### config.mk
export PLATFORM = sky130hd
export DESIGN_NAME = uart_prog_loader
export DESIGN_NICKNAME = d
export VERILOG_FILES = /design/src/rtl/uart_prog_loader.sv
export SDC_FILE = /design/constraint.sdc
export NUM_CORES = 1
export LEC_CHECK = 0
export CORE_AREA = 2 2 97 99
export CTS_BUF_LIST = sky130_fd_sc_hd__clkbuf_2
export DETAILED_ROUTE_END_ITERATION = 7
export DIE_AREA = 0 0 99 101
export PLACE_DENSITY = 0.77
export SETUP_SLACK_MARGIN = 0.15
export SYNTH_ARGS = -nofsm -noshare
export SYNTH_HDL_FRONTEND = slang
export SYNTH_SLANG_ARGS = --single-unit
### constraint.sdc
create_clock -name clk -period 2 [get_ports clk]
set_input_delay 0.2 -clock clk [delete_from_list [all_inputs] [get_ports clk]]
set_output_delay 0.2 -clock clk [all_outputs]
set_load 0.005 [all_outputs]
### src/rtl/uart_prog_loader.sv
// uart_prog_loader
//   Boot-stage program loader. Receives an image over an 8N1 UART line and writes it
//   into instruction memory one 32-bit word at a time. The core is held in reset
//   while a load is in progress and released once the image is complete.
//
//   Image format on the wire: 0xA5 header, one count byte N (words), then 4*N data
//   bytes, least-significant byte of each word first. N is clamped to the memory depth.
//
// Ports
//   clk        in   system clock, rising edge
//   rst        in   synchronous reset, active low
//   rx         in   UART serial input (idle high, LSB first)
//   load_req   in   one-cycle pulse that arms the loader (honoured in IDLE/DONE/ERR)
//   imem_we    out  instruction-memory write strobe, one cycle per word
//   imem_addr  out  word address of the current write
//   imem_wdata out  assembled write word
//   cpu_rst    out  hold-in-reset to the core (high in HDR/CNT/DATA/ERR)
//   busy       out  load in progress (HDR/CNT/DATA)
//   done       out  image complete
//   frame_err  out  a stop bit was low during the load
module uart_prog_loader #(
    parameter int CLKS_PER_BIT = 868,
    parameter int ADDR_W       = 6
) (
    input  logic              clk,
    input  logic              rst,
    input  logic              rx,
    input  logic              load_req,
    output logic              imem_we,
    output logic [ADDR_W-1:0] imem_addr,
    output logic [31:0]       imem_wdata,
    output logic              cpu_rst,
    output logic              busy,
    output logic              done,
    output logic              frame_err
);

    localparam int CNT_W = $clog2(CLKS_PER_BIT + 1);
    localparam int TOT_W = (ADDR_W + 1 > 8) ? ADDR_W + 1 : 8;
    localparam int DEPTH = 2 ** ADDR_W;

    // ---------------- RX front end ----------------
    typedef enum logic [1:0] {RX_IDLE, RX_START, RX_DATA, RX_STOP} rx_state_t;

    rx_state_t        rx_state_reg;
    logic             rx_meta_reg;
    logic             rx_sync_reg;
    logic             rx_prev_reg;
    logic [CNT_W-1:0] rx_cnt_reg;
    logic [2:0]       rx_bit_reg;
    logic [7:0]       rx_shift_reg;
    logic [7:0]       rx_byte;
    logic             byte_valid;
    logic             ferr;

    always_ff @(posedge clk) begin
        if (!rst) begin
            rx_state_reg <= RX_IDLE;
            rx_meta_reg  <= 1'b1;
            rx_sync_reg  <= 1'b1;
            rx_prev_reg  <= 1'b1;
            rx_cnt_reg   <= '0;
            rx_bit_reg   <= '0;
            rx_shift_reg <= '0;
            rx_byte      <= '0;
            byte_valid   <= 1'b0;
            ferr         <= 1'b0;
        end else begin
            rx_meta_reg <= rx;
            rx_sync_reg <= rx_meta_reg;
            rx_prev_reg <= rx_sync_reg;
            byte_valid  <= 1'b0;
            ferr        <= 1'b0;
            case (rx_state_reg)
                RX_IDLE: begin
                    // A genuine falling edge is required, so a line still held low
                    // after a bad stop bit does not immediately start a new frame.
                    if (rx_prev_reg && !rx_sync_reg) begin
                        rx_state_reg <= RX_START;
                        rx_cnt_reg   <= '0;
                    end
                end
                RX_START: begin
                    if (rx_cnt_reg == CNT_W'(CLKS_PER_BIT / 2 - 1)) begin
                        rx_cnt_reg <= '0;
                        rx_bit_reg <= '0;
                        rx_state_reg <= rx_sync_reg ? RX_IDLE : RX_DATA;
                    end else begin
                        rx_cnt_reg <= rx_cnt_reg + 1'b1;
                    end
                end
                RX_DATA: begin
                    if (rx_cnt_reg == CNT_W'(CLKS_PER_BIT - 1)) begin
                        rx_cnt_reg   <= '0;
                        rx_shift_reg <= {rx_sync_reg, rx_shift_reg[7:1]};
                        rx_bit_reg   <= rx_bit_reg + 1'b1;
                        if (rx_bit_reg == 3'd7)
                            rx_state_reg <= RX_STOP;
                    end else begin
                        rx_cnt_reg <= rx_cnt_reg + 1'b1;
                    end
                end
                RX_STOP: begin
                    if (rx_cnt_reg == CNT_W'(CLKS_PER_BIT - 1)) begin
                        rx_cnt_reg   <= '0;
                        rx_state_reg <= RX_IDLE;
                        if (rx_sync_reg) begin
                            byte_valid <= 1'b1;
                            rx_byte    <= rx_shift_reg;
                        end else begin
                            ferr <= 1'b1;
                        end
                    end else begin
                        rx_cnt_reg <= rx_cnt_reg + 1'b1;
                    end
                end
                default: rx_state_reg <= RX_IDLE;
            endcase
        end
    end

    // ---------------- Loader FSM ----------------
    typedef enum logic [2:0] {L_IDLE, L_HDR, L_CNT, L_DATA, L_DONE, L_ERR} ld_state_t;

    ld_state_t        ld_state_reg;
    logic [TOT_W-1:0] word_total_reg;
    logic [TOT_W-1:0] word_cnt_reg;
    logic [1:0]       byte_idx_reg;
    logic [TOT_W-1:0] count_clamped;

    assign count_clamped = (int'(rx_byte) > DEPTH) ? TOT_W'(DEPTH) : TOT_W'(rx_byte);

    always_ff @(posedge clk) begin
        if (!rst) begin
            ld_state_reg   <= L_IDLE;
            word_total_reg <= '0;
            word_cnt_reg   <= '0;
            byte_idx_reg   <= '0;
            imem_we        <= 1'b0;
            imem_addr      <= '0;
            imem_wdata     <= '0;
            cpu_rst        <= 1'b1;
            busy           <= 1'b0;
            done           <= 1'b0;
            frame_err      <= 1'b0;
        end else begin
            case (ld_state_reg)
                L_IDLE, L_DONE, L_ERR: begin
                    if (ld_state_reg == L_IDLE)
                        cpu_rst <= 1'b0;
                    // Incoming bytes are ignored here, so a request always wins.
                    if (load_req) begin
                        ld_state_reg <= L_HDR;
                        imem_addr    <= '0;
                        byte_idx_reg <= '0;
                        word_cnt_reg <= '0;
                        done         <= 1'b0;
                        frame_err    <= 1'b0;
                        busy         <= 1'b1;
                        cpu_rst      <= 1'b1;
                    end
                end
                L_HDR, L_CNT: begin
                    if (ferr) begin
                        ld_state_reg <= L_ERR;
                        frame_err    <= 1'b1;
                        busy         <= 1'b0;
                    end else if (byte_valid) begin
                        if (ld_state_reg == L_HDR) begin
                            if (rx_byte == 8'hA5)
                                ld_state_reg <= L_CNT;
                        end else if (rx_byte == 8'h00) begin
                            ld_state_reg <= L_DONE;
                            done         <= 1'b1;
                            busy         <= 1'b0;
                            cpu_rst      <= 1'b0;
                        end else begin
                            word_total_reg <= count_clamped;
                            ld_state_reg   <= L_DATA;
                        end
                    end
                end
                L_DATA: begin
                    if (imem_we) begin
                        // Write cycle just finished: advance address and word count.
                        imem_we      <= 1'b0;
                        imem_addr    <= imem_addr + 1'b1;
                        word_cnt_reg <= word_cnt_reg + 1'b1;
                        if (word_cnt_reg + TOT_W'(1) == word_total_reg) begin
                            ld_state_reg <= L_DONE;
                            done         <= 1'b1;
                            busy         <= 1'b0;
                            cpu_rst      <= 1'b0;
                        end
                    end else if (ferr) begin
                        ld_state_reg <= L_ERR;
                        frame_err    <= 1'b1;
                        busy         <= 1'b0;
                    end else if (byte_valid) begin
                        imem_wdata[byte_idx_reg*8 +: 8] <= rx_byte;
                        byte_idx_reg <= byte_idx_reg + 1'b1;
                        if (byte_idx_reg == 2'd3)
                            imem_we <= 1'b1;
                    end
                end
                default: ld_state_reg <= L_IDLE;
            endcase
        end
    end

endmodule

==> flow_metrics.py, run 1 <==
metrics = {
    "route": {
        "vias": 4242,
        "avgRoutedWirePerCell_microns": 15.7,
        "ant_nets": 0,
        "wl_microns": 11700,
        "drc": 0,
        "drtIter0Drc": 302,
        "firstDrtPassIters": 5,
        "via_per_inst": 5.72,
    },
    "synthesis": {
        "ys.warnings.count": 0,
        "synth.most_common_cell": "dfxtp_1",
        "avgSynthCellArea_sq_um": 8.34,
        "syn_inst": 555,
        "yosysUniqueCellTypes": 62,
        "synth_fp_nets": 570,
        "ys_seq_elements": 100,
        "synth.area.top_cells": "dfxtp_1 (43%), a21oi_1 (7.3%), nand2_1 (5.9%), nand3_1 (5.5%), nor2_1 (4.7%)",
        "async_flop_share_pct": 0,
        "synth_area_sq_mm": 0.00463,
        "synth-edff-count": 0,
        "synth.top_cells.by_count": "dfxtp_1 (100), nand2_1 (73), a21oi_1 (68)",
        "ys.flop_type": "dfxtp_1",
        "yosys.area.top_type": "dfxtp_1",
        "netlist.area_leader.share_pct": 43.2,
        "ys_seq_area_share_pct": 43.2,
    },
    "power": {
        "vdd_ir_drop_max_mv": 0.421,
        "power.leakage_nw": 2.14,
        "power_w": 0.00378,
        "power_per_cell_area_mw_per_mm2": 639,
    },
    "global_route": {
        "grt_max_degree": 82,
        "overflow": 0,
        "grt_usage_pct": 22.7,
        "grt_antenna_before_repair": 0,
        "grt_pass1_vias": 3889,
        "grt_pass1_wl_microns": 18600,
    },
    "timing": {
        "hold_slack_ns": 0.122,
        "final_max_slew_viol_count": 0,
        "setup_viol": 3,
        "min_period_over_period_pct": 100,
        "period_needed_ns": 2.00,
        "timing.final.ws_setup_ns": -0.00219,
        "hold_violations": 0,
        "max_slew_margin_pct": 53.6,
        "fmax_mhz": 499,
        "rsz0062_at_grt": "yes",
        "skew_ns": 0.0571,
        "tightest_slew_ns": 0.692,
    },
    "clock_tree": {
        "root_buffer": "clkbuf_2",
        "cts_buffers": 9,
        "cts_buffer_depth": 2,
        "clk_latency_ns": 0.60,
        "htree_num_levels": 3,
        "clk_pin_slew_ns": 0.32,
        "cts.sinks": 100,
        "cts_tree": "yes",
    },
    "die": {
        "initial_core_util_pct": 51.6,
        "rows": 35,
        "core_area_sq_mm": 0.00898,
        "die_h_microns": 101,
        "die_w_microns": 99,
        "ios": 47,
        "die_area_sq_mm": 0.0100,
    },
    "placed_design": {
        "hpwl_microns": 7410,
        "gp_congestion": 0.882,
        "placed_cells": 708,
        "portBuffers": 46,
    },
    "setup_path": {
        "cp_max_fo": 9,
        "max_stage_delay_ns": 0.45,
        "reg2regPathDepth": 8,
        "end_kind": "flip-flop",
        "startpoint_type": "flip-flop",
        "slowest_stage": "nor4b_4",
        "cp_data_required_time_ns": 2.51,
        "critPathArrivalTime_ns": 2.51,
        "reg2reg_slack_ns": -0.002,
        "setup.worst_path.class": "flip-flop to flip-flop",
        "path_cells": "ha_4 -> nand4b_1 -> nor4b_4 -> buf_4 -> nand4_1 -> buf_6 -> mux2i_2 -> nor2_1",
    },
    "finish": {
        "n_antenna_cell": 0,
        "largest_reg_flops": 32,
        "stdcell_count": 742,
        "syn_to_final_growth_pct": 27.7,
        "drive_above_1_share_pct": 21.9,
        "final_nets": 641,
    },
    "flow_run": {
        "max_cap_violations": 0,
    },
    "hold_path": {
        "hold_class": "input port to flip-flop",
        "hold_depth": 2,
    },
    "status": {
        "failed_checks": "setup timing",
        "status": "finished, violations left",
    },
}
==> timing repair <==
| item | CTS | global route |
|---|---|---|
| pin swaps | 16 | 30 |
| hold buffers | 0 | 0 |
| resized for setup | 22 | 53 |
| endpoints found under the setup margin | 37 | 81 |
| gates cloned | 0 | 2 |
| buffers inserted | 11 | 5 |
==> worst max-delay path, delay by kind of cell (launching register included) <==
family / cells / cell delay [ns]
and+or+nand+nor: 4 / 0.81
muxes: 1 / 0.17
adders and majority gates: 1 / 0.13
DFF: 1 / 0.44
buffers and inverters: 2 / 0.38
==> through the flow <==
stage	util, %	TNS [ns]	area, sq um	setup slack [ns]
3_3_place_gp	59.2	0	5310	0.0995
6_report	65.9	-0.00501	5920	-0.00219
4_1_cts	63.0	0	5650	0.0272
5_1_grt	65.9	-1.33	5920	-0.101
2_1_floorplan	-	0	4660	0.156
3_5_place_dp	59.2	0	5310	0.0339
==> metal layers <==
| layer | routed length, microns | part of all wire (%) | GRT usage (%) | up-vias |
|---|---|---|---|---|
| li1 | - | - | - | 2094 |
| met1 | 5110 | 44 | 31.2 | 2009 |
| met2 | 5840 | 50 | 36.6 | 118 |
| met3 | 568 | 4.9 | 3.74 | 21 |
| met4 | 174 | 1.5 | 7.38 | 0 |
| met5 | 0 | 0 | 0 | - |
==> cells in the final DEF, fill, tap and decap left out, types with 7 or more instances in the layout <==
cell	instances
nand3_1	48
mux2i_1	14
nor2_1	57
nor3_1	7
a21oi_1	64
dfxtp_2	13
clkbuf_2	9
xor2_1	9
nand4_1	7
xnor2_1	8
ha_1	9
inv_1	10
buf_4	38
nand2_1	70
o21ai_0	9
dfxtp_1	84
clkdlybuf4s50_1	46
==> power by group <==
group	switching, W	total, W	internal [W]
clock network	0.000797	0.00103	0.000233
registers	0.0000541	0.00211	0.00205
logic	0.000366	0.000643	0.000277
==> path summary, 6_finish.rpt <==
path / from / to
min reg2reg: rx_meta_reg / rx_sync_reg
max reg2reg: rx_cnt_reg[1] / rx_byte[5]
min: rx / rx_meta_reg
max: rx_cnt_reg[1] / rx_byte[5]
==> layout make-up <==
class                           count  area, sq um
Multi-Input combinational cell    412         2710
Clock inverter                      7         88.8
Tap cell                          111          139
Inverter                           11         41.3
Sequential cell                   100         2030
Timing Repair Buffer               92          867
Fill cell                         696         3060
Clock buffer                        9         45.0
==> logic make-up (layout without fill, tap and decap cells) <==
family | Yosys count | after routing | share of synthesized area (%)
adders and majority gates | 11 | 11 | 2.97
and+or+nand+nor | 254 | 254 | 27.7
muxes | 18 | 19 | 3.92
AOI/OAI and AO/OA | 110 | 110 | 14.1
buffers and inverters | 44 | 119 | 4.70
xor gates and xnor gates | 18 | 18 | 3.40
DFF | 100 | 100 | 43.2
No activity file was read; power rests on OpenSTA's default activity.
==> run 2, diff against run 1 <==
==> constraint.sdc (replaced) <==
create_clock -name clk -period 1.7 [get_ports clk]
set_input_delay 0.17 -clock clk [delete_from_list [all_inputs] [get_ports clk]]
set_output_delay 0.17 -clock clk [all_outputs]
set_load 0.005 [all_outputs]
==> run 2 against run 1 <==
Compared with the run above:
- the run still ends with setup timing left
- global-route usage grew 1.3 points
- clock power is 12% higher
- die area unchanged
- power rose by 22%
- sequential share of layout area is 1.9 points lower
- clock skew fell by 0.027 ns
- via count increased by 6.2%
- design area grew 8.9%
- hold slack better by 0.0049 ns
- sequential power rose by 17%
- setup slack lost 0.24 ns
- cell count is 6.1% higher
- critical path type unchanged
- critical endpoint is now cpu_rst
==> flow_metrics.py, run 2 (synthesized netlist as in run 1, its figures left out) <==
metrics = {
    "setup_path": {
        "path_cells": "ha_4 -> nand2b_4 -> o211a_1 -> o32a_1 -> buf_4 -> o31ai_4 -> nand3_1 -> a21o_1",
        "setup.worst_path.class": "flip-flop to flip-flop",
        "r2r_end": "cpu_rst",
        "critPathCapture": "cpu_rst",
        "critPathBufInv": 1,
        "regToRegStartpoint": "word_cnt_reg[0]",
        "startpoint_type": "flip-flop",
        "slowest_stage": "dfxtp_4",
        "reg2reg_slack_ns": -0.24,
        "reg2regPathDepth": 8,
        "max_stage_delay_ns": 0.43,
        "cp_max_fo": 5,
        "crit_family": "compound AO/OA/AOI/OAI gates",
        "path_depth": 8,
        "end_kind": "flip-flop",
        "crit_start": "word_cnt_reg[0]",
        "cp_data_required_time_ns": 2.22,
        "critPathArrivalTime_ns": 2.46,
    },
    "power": {
        "power_w": 0.00462,
        "power.leakage_nw": 2.62,
        "power_per_cell_area_mw_per_mm2": 717,
        "vdd_ir_drop_max_mv": 0.665,
    },
    "placed_design": {
        "portBuffers": 46,
        "preCtsSetupSlack_ns": -0.195,
        "gp_congestion": 0.881,
        "placed_cells": 744,
        "hpwl_microns": 8100,
        "place_area_sq_mm": 0.00569,
    },
    "clock_tree": {
        "clk_pin_slew_ns": 0.30,
        "clk_latency_ns": 0.59,
        "root_buffer": "clkbuf_2",
        "cts.sinks": 100,
        "cts_buffer_depth": 2,
        "postCtsHoldBufs": 0,
        "htree_num_levels": 3,
        "cts_tree": "yes",
        "cts_buffers": 9,
    },
    "timing": {
        "timing.final.ws_setup_ns": -0.245,
        "skew_ns": 0.0300,
        "rsz0062_at_grt": "yes",
        "setup_viol": 42,
        "final_max_slew_viol_count": 0,
        "tightest_slew_ns": 0.681,
        "min_period_over_period_pct": 114,
        "period_needed_ns": 1.94,
        "hold_violations": 0,
        "max_slew_margin_pct": 54.2,
        "fmax_mhz": 514,
    },
    "global_route": {
        "overflow": 0,
        "grt_max_degree": 45,
        "grt_pass1_wl_microns": 19800,
        "grt_usage_pct": 24.1,
        "grt_pass1_vias": 4174,
        "grt_antenna_before_repair": 0,
    },
    "flow_run": {
        "max_cap_violations": 0,
    },
    "status": {
        "status": "finished, violations left",
        "failed_checks": "setup timing",
    },
    "route": {
        "vias": 4505,
        "drtIter0Drc": 263,
        "firstDrtPassIters": 5,
        "dr_wl_met2_microns": 6300,
        "via_per_inst": 5.72,
        "avgRoutedWirePerCell_microns": 15.9,
        "wl_met1_microns": 5500,
        "ant_nets": 0,
        "wl_met3_microns": 508,
        "drc": 0,
        "wl_microns": 12500,
        "highest_layer": "met4",
    },
    "die": {
        "ios": 47,
        "rows": 35,
        "die_w_microns": 99,
        "core_area_sq_mm": 0.00898,
        "die_h_microns": 101,
        "die_area_sq_mm": 0.0100,
        "initial_core_util_pct": 51.6,
    },
    "finish": {
        "syn_to_final_growth_pct": 39.1,
        "stdcell_count": 787,
        "largest_reg_flops": 32,
        "final_nets": 686,
        "drive_above_1_share_pct": 38.5,
        "fill_cells": 645,
        "final_common_cell": "buf_4",
        "stdcell_area_sq_mm": 0.00644,
        "n_antenna_cell": 0,
        "final_cell_mix": "buf_4 (77), nand2_1 (64), a21oi_1 (56), nor2_1 (53), dfxtp_2 (53)",
    },
    "hold_path": {
        "hold_class": "input port to flip-flop",
    },
}
run 2: cell count changes in the layout (fill, tap and decap cells not counted), moves of 5 or more:
cell	change
nand2_1	-6
nand2_2	+5
clkdlybuf4s50_1	-42
buf_4	+39
a21oi_1	-8
dlygate4sd2_1	+41
a21oi_2	+8
dfxtp_1	-42
dfxtp_2	+40
run 2: worst min-delay path by stage:
stage	from	end	slack (ns)	cells after the start
2_1_floorplan	rx	rx_meta_reg	0.27	1
6_report	rx	rx_meta_reg	0.13	2
4_1_cts	rx	rx_meta_reg	0.11	2
3_3_place_gp	rx_meta_reg	rx_sync_reg	0.40	1
3_5_place_dp	rx_meta_reg	rx_sync_reg	0.43	1
5_1_grt	rx	rx_meta_reg	0.11	2
run 2: what timing repair did:
action	in CTS	in global routing
gates resized for setup	135	63
pin swaps	17	25
endpoints found under the setup margin	125	96
gates cloned	1	1
buffers inserted	15	10
run 2: final cells by class:
class,count,area [sq um],share of cell area (%)
clock buffers,9,45.0,0.699
clock inverters,7,80.1,1.24
inverters,11,41.3,0.641
multi-input cells,412,2880,44.7
flip-flops and latches,100,2090,32.4
well taps,111,139,2.16
repair buffers,137,1170,18.1
run 2: routing by layer:
metal	track usage, %	up-vias
met1	31.4	2177
met3	3.26	31
li1	-	2178
met5	0	-
met4	7.59	0
met2	41.4	119
run 2: per-stage QoR:
stage	utilization, %	setup TNS (ns)	hold WS [ns]
2_1_floorplan	-	-1.66	0.271
3_3_place_gp	63.3	-2.90	0.403
3_5_place_dp	63.3	-4.87	0.426
4_1_cts	68.2	-3.34	0.107
5_1_grt	71.7	-8.19	0.106
6_report	71.7	-4.43	0.126
run 2: worst reg2reg max path: cells and delay by family, from the launching register on:
kind	cells	cell delay (ns)
buffers and inverters	1	0.16
and+or+nand+nor	2	0.27
DFF	1	0.43
adders and majority gates	1	0.18
AOI/OAI and AO/OA	4	0.84
run 2: where the power goes:
part	internal, W	switching [W]	leakage, nW	total, W
logic	0.000454	0.000548	1.71	0.00100
clock network	0.000250	0.000903	0.0721	0.00115
registers	0.00241	0.0000490	0.837	0.00246
